### src/rtl/gpu_pkg.sv
// Shared GPU definitions: default bus widths and the memory-controller channel state encoding.
package gpu_pkg;

  localparam int DEF_ADDR_BITS = 8;
  localparam int DEF_DATA_BITS = 8;

  typedef enum logic [2:0] {
    IDLE           = 3'd0,
    READ_WAITING   = 3'd1,
    WRITE_WAITING  = 3'd2,
    READ_RELAYING  = 3'd3,
    WRITE_RELAYING = 3'd4
  } mem_ctrl_state_t;

endpackage

### src/rtl/mem_ctrl_channel.sv
// One memory channel: FSM plus latched request, serving a single consumer at a time.
// Write path (WRITE_* states and registers) exists only when MEM_CTRL_WRITE_EN is defined.
module mem_ctrl_channel import gpu_pkg::*; #(
  parameter int ADDR_BITS = DEF_ADDR_BITS,
  parameter int DATA_BITS = DEF_DATA_BITS,
  parameter int CW        = 2
) (
  input  logic                 clk,
  input  logic                 reset,
  input  logic                 claim,
  input  logic                 claim_write,
  input  logic [CW-1:0]        claim_consumer,
  input  logic [ADDR_BITS-1:0] claim_address,
  input  logic [DATA_BITS-1:0] claim_data,
  input  logic                 served_read_valid,
  input  logic                 served_write_valid,
  output logic                 busy,
  output logic [CW-1:0]        consumer,
  output logic                 mem_read_valid,
  output logic [ADDR_BITS-1:0] mem_read_address,
  input  logic                 mem_read_ready,
  input  logic [DATA_BITS-1:0] mem_read_data,
  output logic                 mem_write_valid,
  output logic [ADDR_BITS-1:0] mem_write_address,
  output logic [DATA_BITS-1:0] mem_write_data,
  input  logic                 mem_write_ready,
  output logic                 read_relay,
  output logic                 write_relay,
  output logic [DATA_BITS-1:0] relay_data
);

  mem_ctrl_state_t      state_q, state_d;
  logic [CW-1:0]        cons_q, cons_d;
  logic [ADDR_BITS-1:0] raddr_q, raddr_d;
  logic [DATA_BITS-1:0] rdata_q, rdata_d;
  logic                 rvalid_q, rvalid_d, rrelay_q, rrelay_d;
`ifdef MEM_CTRL_WRITE_EN
  logic [ADDR_BITS-1:0] waddr_q, waddr_d;
  logic [DATA_BITS-1:0] wdata_q, wdata_d;
  logic                 wvalid_q, wvalid_d, wrelay_q, wrelay_d;
`endif

  always_comb begin
    state_d  = state_q;
    cons_d   = cons_q;
    raddr_d  = raddr_q;
    rdata_d  = rdata_q;
    rvalid_d = rvalid_q;
    rrelay_d = rrelay_q;
`ifdef MEM_CTRL_WRITE_EN
    waddr_d  = waddr_q;
    wdata_d  = wdata_q;
    wvalid_d = wvalid_q;
    wrelay_d = wrelay_q;
`endif
    case (state_q)
      IDLE: if (claim) begin
        cons_d = claim_consumer;
`ifdef MEM_CTRL_WRITE_EN
        if (claim_write) begin
          state_d  = WRITE_WAITING;
          wvalid_d = 1'b1;
          waddr_d  = claim_address;
          wdata_d  = claim_data;
        end else
`endif
        begin
          state_d  = READ_WAITING;
          rvalid_d = 1'b1;
          raddr_d  = claim_address;
        end
      end
      READ_WAITING: if (mem_read_ready) begin
        state_d  = READ_RELAYING;
        rvalid_d = 1'b0;
        rdata_d  = mem_read_data;
        rrelay_d = 1'b1;
      end
      READ_RELAYING: if (!served_read_valid) begin
        state_d  = IDLE;
        rrelay_d = 1'b0;
        rdata_d  = '0;
      end
`ifdef MEM_CTRL_WRITE_EN
      WRITE_WAITING: if (mem_write_ready) begin
        state_d  = WRITE_RELAYING;
        wvalid_d = 1'b0;
        wrelay_d = 1'b1;
      end
      WRITE_RELAYING: if (!served_write_valid) begin
        state_d  = IDLE;
        wrelay_d = 1'b0;
      end
`endif
      default: state_d = IDLE;
    endcase
  end

  always_ff @(posedge clk or posedge reset) begin
    if (reset) begin
      state_q  <= IDLE;
      cons_q   <= '0;
      raddr_q  <= '0;
      rdata_q  <= '0;
      rvalid_q <= 1'b0;
      rrelay_q <= 1'b0;
`ifdef MEM_CTRL_WRITE_EN
      waddr_q  <= '0;
      wdata_q  <= '0;
      wvalid_q <= 1'b0;
      wrelay_q <= 1'b0;
`endif
    end else begin
      state_q  <= state_d;
      cons_q   <= cons_d;
      raddr_q  <= raddr_d;
      rdata_q  <= rdata_d;
      rvalid_q <= rvalid_d;
      rrelay_q <= rrelay_d;
`ifdef MEM_CTRL_WRITE_EN
      waddr_q  <= waddr_d;
      wdata_q  <= wdata_d;
      wvalid_q <= wvalid_d;
      wrelay_q <= wrelay_d;
`endif
    end
  end

  assign busy             = (state_q != IDLE);
  assign consumer         = cons_q;
  assign mem_read_valid   = rvalid_q;
  assign mem_read_address = raddr_q;
  assign read_relay       = rrelay_q;
  assign relay_data       = rdata_q;

`ifdef MEM_CTRL_WRITE_EN
  assign mem_write_valid   = wvalid_q;
  assign mem_write_address = waddr_q;
  assign mem_write_data    = wdata_q;
  assign write_relay       = wrelay_q;
`else
  // Read-only build: the write-side inputs are deliberately ignored.
  logic unused_write;
  assign unused_write      = ^{claim_write, claim_data, served_write_valid, mem_write_ready};
  assign mem_write_valid   = 1'b0;
  assign mem_write_address = '0;
  assign mem_write_data    = '0;
  assign write_relay       = 1'b0;
`endif

endmodule

### src/rtl/mem_controller.sv
// Arbitrates LSU load/store requests onto NUM_CHANNELS single-outstanding memory channels.
// Define MEM_CTRL_WRITE_EN to build the write path; otherwise the controller is read-only.
module mem_controller import gpu_pkg::*; #(
  parameter int ADDR_BITS     = DEF_ADDR_BITS,
  parameter int DATA_BITS     = DEF_DATA_BITS,
  parameter int NUM_CONSUMERS = 4,
  parameter int NUM_CHANNELS  = 1
) (
  input  logic                               clk,
  input  logic                               reset,
  input  logic [NUM_CONSUMERS-1:0]           consumer_read_valid,
  input  logic [NUM_CONSUMERS*ADDR_BITS-1:0] consumer_read_address,
  output logic [NUM_CONSUMERS-1:0]           consumer_read_ready,
  output logic [NUM_CONSUMERS*DATA_BITS-1:0] consumer_read_data,
  input  logic [NUM_CONSUMERS-1:0]           consumer_write_valid,
  input  logic [NUM_CONSUMERS*ADDR_BITS-1:0] consumer_write_address,
  input  logic [NUM_CONSUMERS*DATA_BITS-1:0] consumer_write_data,
  output logic [NUM_CONSUMERS-1:0]           consumer_write_ready,
  output logic [NUM_CHANNELS-1:0]            mem_read_valid,
  output logic [NUM_CHANNELS*ADDR_BITS-1:0]  mem_read_address,
  input  logic [NUM_CHANNELS-1:0]            mem_read_ready,
  input  logic [NUM_CHANNELS*DATA_BITS-1:0]  mem_read_data,
  output logic [NUM_CHANNELS-1:0]            mem_write_valid,
  output logic [NUM_CHANNELS*ADDR_BITS-1:0]  mem_write_address,
  output logic [NUM_CHANNELS*DATA_BITS-1:0]  mem_write_data,
  input  logic [NUM_CHANNELS-1:0]            mem_write_ready
);

  localparam int CW = (NUM_CONSUMERS > 1) ? $clog2(NUM_CONSUMERS) : 1;

  logic [NUM_CHANNELS-1:0]                ch_claim, ch_claim_write, ch_busy;
  logic [NUM_CHANNELS-1:0][CW-1:0]        ch_claim_cons, ch_cons;
  logic [NUM_CHANNELS-1:0][ADDR_BITS-1:0] ch_claim_addr;
  logic [NUM_CHANNELS-1:0][DATA_BITS-1:0] ch_claim_data, ch_relay_data;
  logic [NUM_CHANNELS-1:0]                ch_srv_rv, ch_srv_wv, ch_rrelay, ch_wrelay;
  logic [NUM_CONSUMERS-1:0]               req, taken;
  logic                                   found;

`ifdef MEM_CTRL_WRITE_EN
  assign req = consumer_read_valid | consumer_write_valid;
`else
  assign req = consumer_read_valid;
`endif

  // Channels resolve in index order; each claim marks the consumer taken so
  // higher channels skip it within the same cycle.
  always_comb begin
    taken          = '0;
    found          = 1'b0;
    ch_claim       = '0;
    ch_claim_write = '0;
    ch_claim_cons  = '0;
    ch_claim_addr  = '0;
    ch_claim_data  = '0;
    for (int c = 0; c < NUM_CHANNELS; c++)
      if (ch_busy[c]) taken[ch_cons[c]] = 1'b1;
    for (int c = 0; c < NUM_CHANNELS; c++) begin
      found = 1'b0;
      if (!ch_busy[c]) begin
        for (int i = 0; i < NUM_CONSUMERS; i++) begin
          if (!found && !taken[i] && req[i]) begin
            found             = 1'b1;
            taken[i]          = 1'b1;
            ch_claim[c]       = 1'b1;
            ch_claim_write[c] = !consumer_read_valid[i];
            ch_claim_cons[c]  = CW'(i);
            ch_claim_addr[c]  = consumer_read_valid[i] ? consumer_read_address[i*ADDR_BITS +: ADDR_BITS]
                                                       : consumer_write_address[i*ADDR_BITS +: ADDR_BITS];
            ch_claim_data[c]  = consumer_write_data[i*DATA_BITS +: DATA_BITS];
          end
        end
      end
    end
  end

  always_comb begin
    consumer_read_ready  = '0;
    consumer_read_data   = '0;
    consumer_write_ready = '0;
    for (int c = 0; c < NUM_CHANNELS; c++) begin
      if (ch_rrelay[c]) begin
        consumer_read_ready[ch_cons[c]] = 1'b1;
        consumer_read_data[int'(ch_cons[c])*DATA_BITS +: DATA_BITS] = ch_relay_data[c];
      end
      if (ch_wrelay[c]) consumer_write_ready[ch_cons[c]] = 1'b1;
    end
  end

  for (genvar g = 0; g < NUM_CHANNELS; g++) begin : g_ch
    assign ch_srv_rv[g] = consumer_read_valid[ch_cons[g]];
    assign ch_srv_wv[g] = consumer_write_valid[ch_cons[g]];

    mem_ctrl_channel #(
      .ADDR_BITS(ADDR_BITS),
      .DATA_BITS(DATA_BITS),
      .CW       (CW)
    ) u_ch (
      .clk               (clk),
      .reset             (reset),
      .claim             (ch_claim[g]),
      .claim_write       (ch_claim_write[g]),
      .claim_consumer    (ch_claim_cons[g]),
      .claim_address     (ch_claim_addr[g]),
      .claim_data        (ch_claim_data[g]),
      .served_read_valid (ch_srv_rv[g]),
      .served_write_valid(ch_srv_wv[g]),
      .busy              (ch_busy[g]),
      .consumer          (ch_cons[g]),
      .mem_read_valid    (mem_read_valid[g]),
      .mem_read_address  (mem_read_address[g*ADDR_BITS +: ADDR_BITS]),
      .mem_read_ready    (mem_read_ready[g]),
      .mem_read_data     (mem_read_data[g*DATA_BITS +: DATA_BITS]),
      .mem_write_valid   (mem_write_valid[g]),
      .mem_write_address (mem_write_address[g*ADDR_BITS +: ADDR_BITS]),
      .mem_write_data    (mem_write_data[g*DATA_BITS +: DATA_BITS]),
      .mem_write_ready   (mem_write_ready[g]),
      .read_relay        (ch_rrelay[g]),
      .write_relay       (ch_wrelay[g]),
      .relay_data        (ch_relay_data[g])
    );
  end

endmodule

### config.mk
export PLATFORM = sky130hd
export DESIGN_NAME = mem_controller
export DESIGN_NICKNAME = d
export VERILOG_FILES = /design/src/rtl/gpu_pkg.sv /design/src/rtl/mem_ctrl_channel.sv /design/src/rtl/mem_controller.sv
export SDC_FILE = /design/constraint.sdc
export NUM_CORES = 1
export LEC_CHECK = 0
export CORE_MARGIN = 4
export CORE_UTILIZATION = 29
export CTS_CLUSTER_DIAMETER = 50
export CTS_CLUSTER_SIZE = 8
export DETAILED_ROUTE_END_ITERATION = 16
export GPL_ROUTABILITY_DRIVEN = 0
export PLACE_DENSITY = 0.82
export SLEW_MARGIN = 20
export SYNTH_ARGS = -nofsm -noshare
export SYNTH_HDL_FRONTEND = slang
export SYNTH_SLANG_ARGS = --single-unit
### constraint.sdc
create_clock -name clk -period 2.2 [get_ports clk]
set_input_delay 0.44 -clock clk [delete_from_list [all_inputs] [get_ports clk]]
set_output_delay 0.44 -clock clk [all_outputs]
set_load 0.02 [all_outputs]
Word level (Yosys, flattened, before mapping) --
Index checks and enable logic that the tools add are counted.
Word-level totals: flip-flop bits (word level) 23, input port bits 116, output and inout port bits 66, logic and storage cells 83
Cells by class: $add $sub $neg 1, $lt $le $gt $ge 2, eq/ne operators 5, shifts and indexed selects 2, muxes and demuxes 43, bitwise operators 1, reduce and logical (&&, ||, !) cells 23
Operators by type and width (count):
- 2-to-1 mux 8 bit | 11
- negator 5 -> 33 bit | 1
- variable shift 8 x 33 -> 32 bit, first input constant | 1
- indexed part select 8 x 33 -> 32 bit | 1
- bitwise AND 32 bit | 1
- 2-to-1 mux 32 bit | 1
- 2-to-1 mux 1 bit | 17
- one-hot mux 8 bit (2 select lines) | 1
- 2-to-1 mux 3 bit | 3
- one-hot mux 3 bit (3 select lines) | 1
- AND reduction 3 bit | 3
- logical AND 1 bit | 8
- 2-to-1 mux 4 bit | 2
- logical NOT 1 bit | 7
- 2-to-1 mux 2 bit | 3
- != test 2 bit, second input constant | 3
- one-hot mux 1 bit (2 select lines) | 2
- nonzero test 2 bit | 2
- equality test 3 x 1 -> 1 bit, second input constant | 1
- equality test 3 x 2 -> 1 bit, second input constant | 1
- logical NOT 3 bit | 1
- < comparator 2 x 3 -> 1 bit, second input constant | 1
- nonzero test 3 bit | 1
- binary-select mux 1 bit (select 2 bit) | 1
- other kinds (3) | 3

Longest topological paths before layout --
depth in word-level cells 26, mapped depth 8, gate-level depth less buffers 7

Modules after synthesis --
A second synthesis with hierarchy kept.
Second synthesis, totals: cell total of the unflattened synthesis 270, area total of the unflattened synthesis 2179.6 um2
Modules (own cells, without submodules):
- mem_ctrl_channel | instances 1, cells an instance 97, area each 1107.3 um2, seq. area each 550.5 um2
- mem_controller | instances 1, cells an instance 173, area each 1072.3 um2, seq. area each 0.0 um2

Worst setup path after synthesis --
Ideal clock, no wire load.
kind reg2out, start point register g_ch[0].u_ch.cons_q[0], end point output port consumer_read_data[0], arrival time 1.684 ns, required time 1.760 ns, slack 0.076 ns, cell stages (with the launch flop) 6, buffers on the path 0, cell sequence dfrtp_1 -> inv_1 -> ha_1 -> and2_1 -> nor3b_1 -> and2_1
On the way: word-level cells in the longest chain between the ends 4, elaborated cells between the ends (all ways) 5, classes of those cells add/sub: 1; shift: 2; mux: 1; bitwise: 1
Ends and longest elaborated chain:
- from (decl) | line mem_ctrl_channel.sv:33 | logic [CW-1:0] cons_q, cons_d;
- from (signal assigned) | line mem_ctrl_channel.sv:115 | cons_q <= cons_d;
- negator 5 -> 33 bit (*) | line mem_controller.sv:83 | consumer_read_data[int'(ch_cons[c])*DATA_BITS +: DATA_BITS] = ch_relay_data[c];
- indexed part select 8 x 33 -> 32 bit / variable shift 8 x 33 -> 32 bit (equally long branches) | line mem_controller.sv:83
- bitwise AND 32 bit (no line) (*)
- 2-to-1 mux 32 bit (*) | line mem_controller.sv:81 | if (ch_rrelay[c]) begin
- to (decl) | line mem_controller.sv:14 | output logic [NUM_CONSUMERS*DATA_BITS-1:0] consumer_read_data,
Mark *: on every way between the ends. The rest lies on a longest branch, timed or not.

Worst setup path in the final report --
start point register g_ch[0].u_ch.cons_q[0], end point output port consumer_read_data[16]
Same word-level chain as after synthesis.

==> flow_metrics.py <==
metrics = {
    "synth": {
        "ys_ff_latch": 22,
        "yosys.area.top_type_share_pct": 32.2,
        "syn_area_per_cell_um2": 8.91,
        "synthFlopType": "dfrtp_1",
        "yosysWarnings": 0,
        "synth_edf_count": 0,
        "syn_inst": 192,
        "yosysTopAreaCell": "dfrtp_1",
        "async_flop_share_pct": 100,
        "syn-cell-area_um2": 1710,
        "yosys-top-cells-area": "dfrtp_1, and2_1, buf_4",
        "synth-seq-area-share_pct": 32.2,
        "synth_cell_types": 38,
    },
    "die": {
        "dieArea_um2": 7200,
        "fp.dieH_um": 84.8,
        "rows": 27,
        "core_area_um2": 5610,
        "start_util_pct": 30.5,
        "io_pins": 182,
        "die_width_um": 84.8,
    },
    "sta": {
        "hold_viol_final": 0,
        "layout_min_cycle_time_ns": 2.11,
        "rsz0062_at_grt": "false",
        "slew_viol_final": 0,
        "hold_slack_ns": 0.501,
        "report.final.setup_viol": 0,
        "max_freq_mhz": 474,
        "fin_skew_ns": 0.00193,
        "post-route-period-util_pct": 96.0,
    },
    "clocking": {
        "path_clk_slew_ns": 0.08,
        "clock_latency_ns": 0.25,
        "cts_inserted_buffers": 3,
        "root_buffer": "clkbuf_8",
        "clk_path_buf_depth": 2,
        "cts_tree": "done",
        "post-cts-setup-buffers": 0,
        "cts.sinks": 22,
        "htree_levels": 1,
    },
    "critical_path": {
        "ff2ff_path_depth": 9,
        "cp_num_buf_inv": 3,
        "cp.arrival_ns": 1.67,
        "crit_path_start_kind": "flop",
        "crit_required_ns": 1.76,
        "crit_cells": 6,
        "cp_top_family": "buffers and inverters",
        "cpPeakStageDelay_ns": 0.39,
        "cp_slowest_cell": "dfrtp_1",
        "critPathKind": "reg -> out",
        "worstPathMaxFanout": 8,
        "endpoint_kind": "output pin",
        "worstPathCellList": "inv_2, buf_4, ha_1, and4_4, and2_1, clkdlybuf4s15_2",
    },
    "power": {
        "p_leak_nw": 1.29,
        "cellPowerDensity_nw_per_um2": 971,
        "peakVddDrop_mv": 0.444,
    },
    "routing": {
        "via_per_inst": 4.72,
        "via_count": 1762,
        "detail_route.first_pass.iterations": 5,
        "route.detailed.drc": 0,
        "routed_wl_mm": 5.38,
        "avgRoutedWirePerCell_um": 14.4,
        "drtIter0Drc": 84,
        "ant_nets": 0,
    },
    "layout": {
        "mostFrequentLayoutCells": "clkdlybuf4s50_1, and2_1, buf_4",
        "finish.utilization_pct": 49.7,
        "nNetsFinal": 423,
        "syn2layout_area_growth_pct": 62.8,
        "diodes": 0,
        "drive_gt1_share_pct": 23.9,
        "layout_commonest_cell": "clkdlybuf4s50_1",
    },
    "global_routing": {
        "grt_antenna_before_repair": 0,
        "grt_pass1_wl_mm": 8.07,
        "grt_usage_pct": 13.7,
        "grt-ovfl-total": 0,
        "grt_max_degree": 23,
        "grt_pass1_vias": 1696,
    },
    "place": {
        "dp_hpwl_mm": 4.35,
        "portBuffers": 91,
    },
    "worst_hold_path": {
        "hold_class": "reg -> reg",
        "hold_depth": 2,
    },
    "job": {
        "cap_viol_max_count": 0,
    },
    "outcome": {
        "status": "finished clean",
    },
}
layout make-up:
cell class | instances | area (µm²)
Clock buffer | 3 | 41.3
Inverter | 7 | 26.3
Sequential cell | 22 | 551
Multi-Input combinational cell | 156 | 1050
Timing Repair Buffer | 113 | 1020
Tap cell | 72 | 90.1
Fill cell | 564 | 2820
routing by layer:
layer / up-vias / routed length, µm / global-route usage (%)
li1: 864 / - / -
met1: 796 / 2150 / 15.5
met2: 98 / 2550 / 25.1
met3: 4 / 624 / 4.56
met4: 0 / 59 / 2.88
met5: - / 0 / 0
flip-flops by register name, indices dropped and copies added (netlist names):
name / cells
g_ch.u_ch.consumer: 2
g_ch.u_ch.mem_read_address: 8
g_ch.u_ch.mem_read_valid: 1
g_ch.u_ch.read_relay: 1
g_ch.u_ch.relay_data: 8
g_ch.u_ch.state_q: 2
cell usage after synthesis, types with 2 or more instances:
cell	count
or3_1	7
dfrtp_1	22
ha_1	4
nand2_1	10
a22o_1	8
nor2_1	7
buf_4	21
nand2b_1	4
inv_1	7
buf_6	2
a222oi_1	8
a21oi_1	13
nand3_1	14
clkbuf_1	2
and2_1	37
o21ai_0	3
and4_1	2
worst register-to-register path, delay by kind of cell, from the launching register on:
kind | cells | cell delay [ns]
AO/OA/AOI/OAI | 2 | 0.49
adder cells (fa/ha/maj) | 1 | 0.15
buffers and inverters | 3 | 0.31
flip-flops | 1 | 0.39
AND/OR/NAND/NOR | 3 | 0.69
cells by family after synthesis:
group           count (synthesis)  synth area share, %
flops                          22                 32.2
compound gates                 43                 21.5
mux                             1                 1.32
buf+inv                        34                 13.0
other cells                     1                0.219
simple gates                   87                 28.9
fa+ha+maj                       4                 2.92
power by group:
group / internal, W / switching [W] / leakage [nW]
clock network: 0.000122 / 0.000122 / 0.0216
registers: 0.000595 / 0.000161 / 0.273
logic: 0.000833 / 0.000873 / 0.998
final timing paths:
path / start / endpoint / slack (ns)
max in group asynchronous: reset / g_ch[0].u_ch.consumer[0] / 1.45
worst max-delay path: g_ch[0].u_ch.consumer[0] / consumer_read_data[16] / 0.09
worst max register to register: g_ch[0].u_ch.consumer[1] / g_ch[0].u_ch.mem_read_address[2] / 0.12
worst min register to register: g_ch[0].u_ch.mem_read_address[6] / g_ch[0].u_ch.mem_read_address[6] / 0.50
min in group asynchronous: reset / g_ch[0].u_ch.mem_read_address[5] / 0.52
worst min-delay path: g_ch[0].u_ch.mem_read_address[6] / g_ch[0].u_ch.mem_read_address[6] / 0.50
timing repair:
item,CTS,global route
hold buffers,0,0
pin swaps,1,1
gates resized for setup,116,16
endpoints found under the hold margin,0,0
setup endpoints to repair,35,26
per-stage QoR:
| stage | instance area (µm²) | worst slack, ns | instances | total power, W | setup TNS (ns) |
|---|---|---|---|---|---|
| floorplan | 1790 | 0.0758 | 212 | 0.00171 | 0 |
| global placement | 2760 | -0.129 | 370 | 0.00237 | -3.24 |
| detailed placement | 2760 | -0.167 | 370 | 0.00242 | -4.50 |
| CTS | 2800 | 0.00680 | 373 | 0.00270 | 0 |
| global route | 2790 | 0.0135 | 373 | 0.00291 | 0 |
| finish | 2790 | 0.0885 | 373 | 0.00271 | 0 |
(Power assumes the default switching activity.)
